## src/rtl/ifu_bp_upd_ctl_pkg.sv

```systemverilog
// Shared types and sizes for the branch-predictor update path.
package ifu_bp_upd_ctl_pkg;

  localparam int unsigned BHT_AW       = 8;
  localparam int unsigned WAYS_W       = 1;
  localparam int unsigned BP_UPD_DEPTH = 4;

  typedef struct packed {
    logic              misp;
    logic              ataken;
    logic [1:0]        hist;
    logic              tgt_err;
    logic [WAYS_W-1:0] way;
    logic [BHT_AW-1:0] index;
  } bp_upd_pkt_t;

  localparam int unsigned BP_UPD_W = $bits(bp_upd_pkt_t);

endpackage

```

## src/rtl/ifu_bp_upd_fifo.sv

```systemverilog
// Generic FIFO with wrap-bit pointers; a push into a full FIFO with no pop drops the oldest entry.
// i_ovr rewrites the newest entry in place without moving any pointer.
module ifu_bp_upd_fifo #(
  parameter int unsigned DEPTH = 4,
  parameter int unsigned WIDTH = 8
) (
  input  logic             clk,
  input  logic             rst,
  input  logic             i_push,
  input  logic             i_pop,
  input  logic             i_ovr,
  input  logic [WIDTH-1:0] i_wdata,
  output logic [WIDTH-1:0] o_head,
  output logic [WIDTH-1:0] o_tail,
  output logic             o_empty,
  output logic             o_full,
  output logic             o_one,
  output logic             o_drop
);

  localparam int unsigned AW = $clog2(DEPTH);

  logic [AW:0]      r_rd;
  logic [AW:0]      r_wr;
  logic [WIDTH-1:0] r_mem [DEPTH];
  logic [AW-1:0]    w_wr_idx;
  logic [AW-1:0]    w_tail_idx;

  assign w_wr_idx   = r_wr[AW-1:0];
  assign w_tail_idx = r_wr[AW-1:0] - AW'(1);

  assign o_empty = (r_rd == r_wr);
  assign o_full  = (r_rd[AW] != r_wr[AW]) && (r_rd[AW-1:0] == r_wr[AW-1:0]);
  assign o_one   = ((r_wr - r_rd) == (AW+1)'(1));
  assign o_drop  = i_push & o_full & ~i_pop;
  assign o_head  = r_mem[r_rd[AW-1:0]];
  assign o_tail  = r_mem[w_tail_idx];

  always_ff @(posedge clk or posedge rst) begin
    if (rst) begin
      r_rd <= '0;
      r_wr <= '0;
    end else begin
      if (i_pop || o_drop) r_rd <= r_rd + (AW+1)'(1);
      if (i_push)          r_wr <= r_wr + (AW+1)'(1);
    end
  end

  // Storage needs no reset: outputs are qualified by o_empty downstream.
  always_ff @(posedge clk) begin
    if (i_push)     r_mem[w_wr_idx]   <= i_wdata;
    else if (i_ovr) r_mem[w_tail_idx] <= i_wdata;
  end

endmodule

```

## src/rtl/ifu_bp_upd_ctl.sv

```systemverilog
// Buffers resolved-branch updates and retires them to the BHT write / BTB invalidate ports.
// Optional macro BP_UPD_MERGE_EN: merge a push into a matching newest entry instead of allocating.
module ifu_bp_upd_ctl
  import ifu_bp_upd_ctl_pkg::*;
#(
  parameter int unsigned DEPTH = BP_UPD_DEPTH
) (
  input  logic              clk,
  input  logic              rst,
  input  logic              upd_valid,
  input  bp_upd_pkt_t       upd_pkt,
  input  logic              upd_kill,
  input  logic              bht_wr_stall,
  output logic              bht_wr_en,
  output logic [BHT_AW-1:0] bht_wr_addr,
  output logic [WAYS_W-1:0] bht_wr_way,
  output logic [1:0]        bht_wr_data,
  output logic              btb_inv_en,
  output logic [BHT_AW-1:0] btb_inv_addr,
  output logic              upd_busy,
  output logic              upd_drop
);

  logic        w_push;
  logic        w_pop;
  logic        w_merge;
  logic        w_empty;
  logic        w_full;
  logic        w_one;
  bp_upd_pkt_t w_head;
  bp_upd_pkt_t w_tail;
  bp_upd_pkt_t w_wdata;

  assign w_push = upd_valid & ~upd_kill;
  assign w_pop  = ~w_empty & ~bht_wr_stall;

`ifdef BP_UPD_MERGE_EN
  // The newest entry is only mergeable if it is not leaving the FIFO this cycle.
  assign w_merge = w_push & ~w_empty & ~(w_pop & w_one) &
                   (w_tail.index == upd_pkt.index) & (w_tail.way == upd_pkt.way);

  always_comb begin
    w_wdata         = upd_pkt;
    w_wdata.tgt_err = upd_pkt.tgt_err | (w_merge & w_tail.tgt_err);
  end

  logic w_unused;
  assign w_unused = ^{w_full, w_head.misp, w_head.ataken};
`else
  assign w_merge = 1'b0;
  assign w_wdata = upd_pkt;

  logic w_unused;
  assign w_unused = ^{w_full, w_one, w_tail, w_head.misp, w_head.ataken};
`endif

  ifu_bp_upd_fifo #(
    .DEPTH (DEPTH),
    .WIDTH (BP_UPD_W)
  ) u_fifo (
    .clk     (clk),
    .rst     (rst),
    .i_push  (w_push & ~w_merge),
    .i_pop   (w_pop),
    .i_ovr   (w_merge),
    .i_wdata (w_wdata),
    .o_head  (w_head),
    .o_tail  (w_tail),
    .o_empty (w_empty),
    .o_full  (w_full),
    .o_one   (w_one),
    .o_drop  (upd_drop)
  );

  always_comb begin
    bht_wr_en    = w_pop;
    btb_inv_en   = w_pop & w_head.tgt_err;
    upd_busy     = ~w_empty;
    bht_wr_addr  = '0;
    bht_wr_way   = '0;
    bht_wr_data  = '0;
    btb_inv_addr = '0;
    if (!w_empty) begin
      bht_wr_addr  = w_head.index;
      bht_wr_way   = w_head.way;
      bht_wr_data  = w_head.hist;
      btb_inv_addr = w_head.index;
    end
  end

endmodule
```

## config.mk

```make
export PLATFORM = sky130hd
export DESIGN_NAME = ifu_bp_upd_ctl
export DESIGN_NICKNAME = d
export VERILOG_FILES = /design/src/rtl/ifu_bp_upd_ctl_pkg.sv /design/src/rtl/ifu_bp_upd_fifo.sv /design/src/rtl/ifu_bp_upd_ctl.sv
export SDC_FILE = /design/constraint.sdc
export NUM_CORES = 1
export LEC_CHECK = 0
export CAP_MARGIN = 20
export CORE_MARGIN = 1.5
export CORE_UTILIZATION = 41
export DETAILED_ROUTE_END_ITERATION = 8
export DONT_BUFFER_PORTS = 1
export PLACE_DENSITY = 0.63
export SYNTH_ARGS = -nofsm -noshare
export SYNTH_HDL_FRONTEND = slang
export SYNTH_SLANG_ARGS = --single-unit
```

## constraint.sdc

```tcl
create_clock -name clk -period 4.7 [get_ports clk]
set_input_delay 0.94 -clock clk [delete_from_list [all_inputs] [get_ports clk]]
set_output_delay 0.94 -clock clk [all_outputs]
set_load 0.02 [all_outputs]
```

== Word-level counts from Yosys, hierarchy flattened ==
Memories as Yosys holds them, arrays and structs flattened.
Index checks and enable logic that the tools add are counted.

* Flip-flop bits (word level): 6
* Bits in latches: 0
* Memory bits (writable): 56
* Bits in read-only memories: 0
* Input port bits: 19
* Output and inout port bits: 23
* Memories kept: 1

{| class="wikitable"
|+ Memory list
! name !! depth !! bits a word !! read ports !! clocked after memory_dff !! wr ports !! line !! RTL
|-
| u_fifo.r_mem || 4 || 14 || 1 || 0 || 1 || ifu_bp_upd_fifo.sv:25 || <nowiki>logic [WIDTH-1:0] r_mem [DEPTH];</nowiki>
|}

* Add/subtract/negate cells: 2
* Multipliers: 0
* Div/mod/pow operators: 0
* $lt $le $gt $ge: 0
* Equality and inequality tests: 3
* Shift-type cells: 0
* Muxes and demuxes: 5
* Bitwise gates (word level): 9
* Reductions and logical operators: 2

{| class="wikitable"
|+ Operator list
! kind !! count
|-
| 8-bit 2-to-1 mux || 1
|-
| 3-bit by 1-bit adder with 3-bit output, second input constant || 2
|-
| 1-bit bitwise AND || 5
|-
| 1-bit inverter || 4
|-
| 3-bit == test || 1
|-
| 1-bit 2-to-1 mux || 3
|-
| 2-bit == test || 1
|-
| 2-bit 2-to-1 mux || 1
|-
| 1-bit logical AND || 1
|-
| 1-bit logical OR || 1
|-
| 1-bit != test || 1
|}

== Longest topological paths before layout ==
* Depth in word-level cells: 6
* Depth in mapped cells: 6
* Depth with buffers taken out: 4

== By module ==
A second synthesis with hierarchy kept.

* Cell total of the unflattened synthesis: 165
* Area, all modules: 2,982.9 um^2

{| class="wikitable"
|+ By module, submodules not included
! module !! times used !! cells an instance !! area each (um^2)
|-
| ifu_bp_upd_fifo || 1 || 140 || 2,811.4
|-
| ifu_bp_upd_ctl || 1 || 25 || 171.4
|}

== Worst setup path after synthesis ==
Ideal clock, no wire load.

* Path type: input to output
* From: input port upd_kill
* To: output port upd_drop
* Arrival: 1.824 ns
* Path slack: 1.936 ns
* Cell stages on the path: 3
* Path buffers: 0
* Cells stage by stage: and2b_1 -> nor3b_2 -> and3_1

* Longest elaborated chain between the ends: 4

{| class="wikitable"
|+ RTL lines
! what !! line !! RTL
|-
| from (decl) || ifu_bp_upd_ctl.sv:12 || <nowiki>input logic upd_kill,</nowiki>
|-
| 1-bit inverter || ifu_bp_upd_ctl.sv:34 || <nowiki>assign w_push = upd_valid & ~upd_kill;</nowiki>
|-
| 1-bit bitwise AND || ifu_bp_upd_ctl.sv:34 ||
|-
| 1-bit bitwise AND (2 in series) || ifu_bp_upd_fifo.sv:35 || <nowiki>assign o_drop = i_push & o_full & ~i_pop;</nowiki>
|-
| to (decl) || ifu_bp_upd_ctl.sv:21 || <nowiki>output logic upd_drop</nowiki>
|}

No other way between the ends.

== Worst setup path in the final report ==
* From: register u_fifo.r_rd[1]
* To: output port btb_inv_en

* Longest elaborated chain between the ends: 4
* Elaborated cells between the ends (all ways): 5
* Classes of those cells: 1 x eq/ne; 3 x bitwise; 1 x memory

{| class="wikitable"
|+ RTL lines
! what !! line !! RTL
|-
| from (decl) || ifu_bp_upd_fifo.sv:23 || <nowiki>logic [AW:0] r_rd;</nowiki>
|-
| from (signal assigned) || ifu_bp_upd_fifo.sv:44 || <nowiki>if (i_pop || o_drop) r_rd <= r_rd + (AW+1)'(1);</nowiki>
|-
| 3-bit == test || ifu_bp_upd_fifo.sv:32 || <nowiki>assign o_empty = (r_rd == r_wr);</nowiki>
|-
| 1-bit inverter || ifu_bp_upd_ctl.sv:35 || <nowiki>assign w_pop = ~w_empty & ~bht_wr_stall;</nowiki>
|-
| 1-bit bitwise AND || ifu_bp_upd_ctl.sv:35 ||
|-
| named net bht_wr_en || ifu_bp_upd_ctl.sv:14 || <nowiki>output logic bht_wr_en,</nowiki>
|-
| 1-bit bitwise AND || ifu_bp_upd_ctl.sv:77 || <nowiki>btb_inv_en = w_pop & w_head.tgt_err;</nowiki>
|-
| to (decl) || ifu_bp_upd_ctl.sv:18 || <nowiki>output logic btb_inv_en,</nowiki>
|}

The timed path passes the listed nets, and every way through them passes these cells.

==> metrics.cfg <==
[status]
status=finished, final reports clean

[sta]
max_slew_margin_pct=35.26
hold_viol_final=0
period_share_pct=78.85
worstMarginPinSlew_ps=965.8
rsz0062_at_grt=false
period_needed_ps=3706
final.setup.tns_ps=0
clock_skew_ps=1.710
slew_viol_final=0
clock.fmax_mhz=269.8
setup_viol=0

[yosys]
syn_inst=126
synthTopCellsByArea=edfxtp_1 62%, mux4_2 12%, dfrtp_1 6.5%, nor2b_1 3.0%, buf_4 2.9%
synth.ff_latch_count=54
syn-num-nets=150
netlist_area_sq_um=2327
ys_seq_area_share_pct=68.39
syn_avg_cell_area_sq_um=18.47
yosys_warnings=0
synth_top_area_share_pct=61.94
synth_top_cell_by_area=edfxtp_1
synth_top_flop_cell=edfxtp_1
synth-async-reset-ratio_pct=11.11
yosysUniqueCellTypes=26
synth_edf_count=48

[power]
vdd_drop_max_mv=0.2199
power_density_nw_per_um2=665.8
total_leakage_power_nw=0.8203

[worst_hold_path]
hold_class=in -> async

[setup_path]
slowest_stage=nor3_2
setup.worst_path.start_class=flip-flop
cp.arrival_ps=2770
worstSetupPathType=reg -> out
crit_required_ps=3760
crit_fanout=15
critPathMaxStageDelay_ps=840
worstSetupEndpointType=output pin
crit_chain=xor2_2, nor3_2, nor2_1, and2_1

[die]
core_area_sq_um=5507
initial_core_util_pct=42.26
num_rows=27
die_area_sq_um=6137
io_pins=42
die_h_microns=78.34
die-width_microns=78.34

[cells_and_area]
fill_cells=488
finalNetCount=146
n_antenna_cell=0
regArea_sq_um=1592
fin_util_pct=44.54
multi_input_area_sq_um=634.4
area_delta_synth_final_pct=5.376
drive_gt1_share_pct=21.95

[global_routing]
grt_max_degree=17
antenna_found_initial=0
gr-total-overflow=0
groute.usage.overall_pct=13.05
grt_pass1_vias=1096
grt_pass1_wl_mm=5.706

[clock_tree]
post-cts-setup-buffer-count=0
cts_resized=0
htree_levels=2
clock_path_buffers=2
clk_pin_slew_ps=90
cts_made_buffers=5
hold_buffers=0
clock_sinks=54
cts_tree=done
clock_latency_ps=300
root_buffer=clkbuf_8

[route]
viasPerCell=5.215
routedWlPerCell_microns=18.46
drt_iter0_markers=41
num_vias=1017
wl_mm=3.599
first_pass_iters=4
antenna_left=0
drc=0

[placed_design]
numPortBuffers=0
gp_congestion=0.8035
dpl.hpwl_mm=2.311

[job]
drv_cap=0

Yosys cell counts, types with 3 or more instances:
cell and number:
dfrtp_1 6, ha_1 5, mux4_2 12, and2_1 5
edfxtp_1 48, buf_2 3, buf_4 9, inv_1 5
nor2b_1 11
critical path, delay by kind of cell, from the launching register on:
family,cells,cell delay (ps)
DFF,1,810
and+or+nand+nor,3,1430
xor gates and xnor gates,1,220
layout make-up:
cell class                      count  share of cell area (%)
Clock buffer                        6                   2.959
Clock inverter                      2                   1.531
Inverter                            5                  0.7653
Multi-Input combinational cell     55                   25.87
Sequential cell                    54                   64.90
Tap cell                           72                   3.673
Timing Repair Buffer                1                  0.3061
per-stage QoR:
step / instances / total power, W / setup slack (ps) / instance area [sq um] / hold slack [ps]
after CTS: 195 / 0.001657 / 851.2 / 2452 / 437.6
after detailed placement: 187 / 0.001359 / 1195 / 2342 / 534.5
after global placement: 187 / 0.001335 / 1234 / 2342 / 509.1
after global routing: 195 / 0.001717 / 782.6 / 2452 / 443.6
after floorplan: 126 / 0.001346 / 1936 / 2327 / 493.3
final: 195 / 0.001633 / 993.9 / 2452 / 441.3
cell families after synthesis:
kind of cell	Yosys count	share of synthesized area, %
XOR/XNOR	6	2.903
multiplexers	13	12.26
flip-flops	54	68.39
adder cells (fa/ha/maj)	5	2.688
buffers and inverters	17	4.355
AND/OR/NAND/NOR	27	7.635
AO/OA/AOI/OAI	4	1.774
per-layer routing:
| metal | global-route usage, % | share of wire [%] | wire length, microns | up-vias |
|---|---|---|---|---|
| li1 | - | - | - | 456 |
| met4 | 5.000 | 1.2 | 42 | 0 |
| met2 | 22.17 | 52 | 1865 | 31 |
| met5 | 0 | 0 | 0 | - |
| met1 | 14.52 | 40 | 1427 | 524 |
| met3 | 5.581 | 7.3 | 264 | 6 |
final timing paths:
kind                                            start                    endpoint  slack, ps  cells past startpoint
max                        u_fifo.r_rd[1]$_DFFE_PP0P_                  btb_inv_en        990                      4
min                                               rst  u_fifo.r_wr[0]$_DFFE_PP0P_        440                      1
max reg2reg                u_fifo.r_rd[1]$_DFFE_PP0P_  u_fifo.r_rd[1]$_DFFE_PP0P_       2120                      4
min reg2reg                u_fifo.r_wr[2]$_DFFE_PP0P_  u_fifo.r_wr[2]$_DFFE_PP0P_        560                      1
max in group asynchronous                         rst  u_fifo.r_rd[2]$_DFFE_PP0P_       4050                      1
min in group clk           u_fifo.r_wr[2]$_DFFE_PP0P_  u_fifo.r_wr[2]$_DFFE_PP0P_        560                      1
flip-flops by register name (all words and copies together), names as in the netlist:
register / cells
u_fifo.r_rd: 3
u_fifo.r_mem: 48
u_fifo.r_wr: 3
power by group:
part           internal, W  switching, W
clock network     0.000159      0.000144
registers         0.000593     0.0000663
logic             0.000222      0.000448
total             0.000974      0.000659
cells in the final DEF, fill, tap and decap left out:
master	count
o41ai_1	1
o21ai_0	1
mux2_4	1
and2b_1	1
mux4_2	12
edfxtp_1	48
xnor2_1	2
nand2_1	2
clkbuf_1	1
nor3_1	1
nor3b_2	1
xor2_2	2
nor2_1	2
dfrtp_1	6
xor2_1	2
inv_1	5
and2_1	5
nor2b_1	11
and3_1	1
ha_1	5
clkinvlp_4	1
o21bai_4	1
nor4_2	1
and3b_1	1
clkbuf_8	5
nor3_2	1
o2111ai_1	1
buf_4	1
bufinv_16	1
No activity file was read; power rests on OpenSTA's default activity.
==> variant, RTL diff (config.mk and constraints unchanged) <==
Change the package constant `BHT_AW` from 8 to 6.
--- a/src/rtl/ifu_bp_upd_ctl_pkg.sv
+++ b/src/rtl/ifu_bp_upd_ctl_pkg.sv
@@ -2,5 +2,5 @@
 package ifu_bp_upd_ctl_pkg;
 
-  localparam int unsigned BHT_AW       = 8;
+  localparam int unsigned BHT_AW       = 6;
   localparam int unsigned WAYS_W       = 1;
   localparam int unsigned BP_UPD_DEPTH = 4;
Interface: changed (resized bht_wr_addr, btb_inv_addr and upd_pkt); port bits go from 42 to 36. No check against the original RTL was run, so the function may have changed too.
==> variant against the unedited design <==
- total power shrank 14%
- synthesized area decreased by 15%
- highest routed layer unchanged
- largest power group is now sequential cells
- sequential cell count shrank 8
- setup slack improved by 0.35 ns
- maximum frequency is 10% higher
- design area down 15%
- synthesized cell count shrank 12%
- wire length fell by 15%
==> variant: results (changes against the unedited design) <==
[cells_and_area]
fin_cells=164  ; -16%
nets=131  ; -10%
largest_reg_flops=40  ; -17%
drive_gt1_frac=0.182  ; -0.0377

[route]
via_count=894  ; -12%

[pwr]
ir_worst_vdd_v=0.000182  ; -17%
p_leak_nw=0.715  ; -13%

[synth]
synth_cell_type_count=25  ; -3.8%
yosysSeqAreaShare=0.685  ; +0.000974
synth.area.top_cells=edfxtp_1 (61%), mux4_2 (11%), dfrtp_1 (7.6%)
yosys-top-cells-count=edfxtp_1 (40), mux4_2 (10), nor2b_1 (9)
synth_edf_count=40  ; -17%

[global_routing]
grt_pass1_vias=930  ; -15%
grt_max_degree=15  ; -2
grt_usage=0.126  ; -0.00432

[placement]
post-place-cells=156  ; -17%
place_ws_ns=1.61  ; +0.411 ns
hpwl_mm=2.02  ; -13%

[setup_path]
cpPeakStageDelay_ns=0.87  ; +0.03 ns
slowest_stage=dfrtp_1
reg2reg_from=u_fifo.r_rd[0]

[sta]
worst_pin_slew_ns=0.805  ; -0.161 ns
max_freq_mhz=298  ; +10%
fin_skew_ns=0.00459  ; +0.00288 ns

[status]
status=finished clean

==> variant: layer usage <==
metal	GRT usage	routed length, um	part of all wire
met5	0	0	0
met4	0.0524	38	0.012
met3	0.0472	190	0.062
met2	0.217	1620	0.53
met1	0.141	1230	0.40
==> variant: cell type report <==
cell class,count,area [um2]
clock inverters,2,37.5
well taps,54,67.6
fillers,415,2600
repair buffers,1,7.51
multi-input cells,51,542
clock buffers,6,72.6
inverters,4,15.0
flip-flops and latches,46,1350
==> variant: kinds of logic after synthesis <==
| kind of cell | after synthesis | share of synthesized area |
|---|---|---|
| flip-flops | 46 | 0.685 |
| AND/OR/NAND/NOR | 23 | 0.0723 |
| buffers and inverters | 14 | 0.0406 |
| multiplexers | 11 | 0.122 |
| AO/OA/AOI/OAI | 6 | 0.0222 |
| XOR/XNOR | 6 | 0.0266 |
| adder cells (fa/ha/maj) | 5 | 0.0317 |
==> variant: path summary, 6_finish.rpt <==
| check | cells after the start | to |
|---|---|---|
| max reg2reg | 4 | u_fifo.r_rd[2] |
| min in group clk | 1 | u_fifo.r_rd[2] |
| min reg2reg | 1 | u_fifo.r_rd[2] |
| max | 5 | btb_inv_en |
| max in group asynchronous | 1 | u_fifo.r_rd[0] |
| min | 1 | u_fifo.r_wr[1] |
==> variant: worst max-delay path, delay by kind of cell, from the launching register on <==
kind | cells | cell delay (ns)
flops | 1 | 0.87
simple gates | 3 | 0.74
xor+xnor | 1 | 0.32
buf+inv | 1 | 0.20
==> variant: power breakdown <==
group	total (mW)	switching, mW	leakage [nW]	internal (mW)
logic	0.529	0.341	0.230	0.188
clock network	0.284	0.126	0.0514	0.159
registers	0.594	0.0865	0.434	0.507
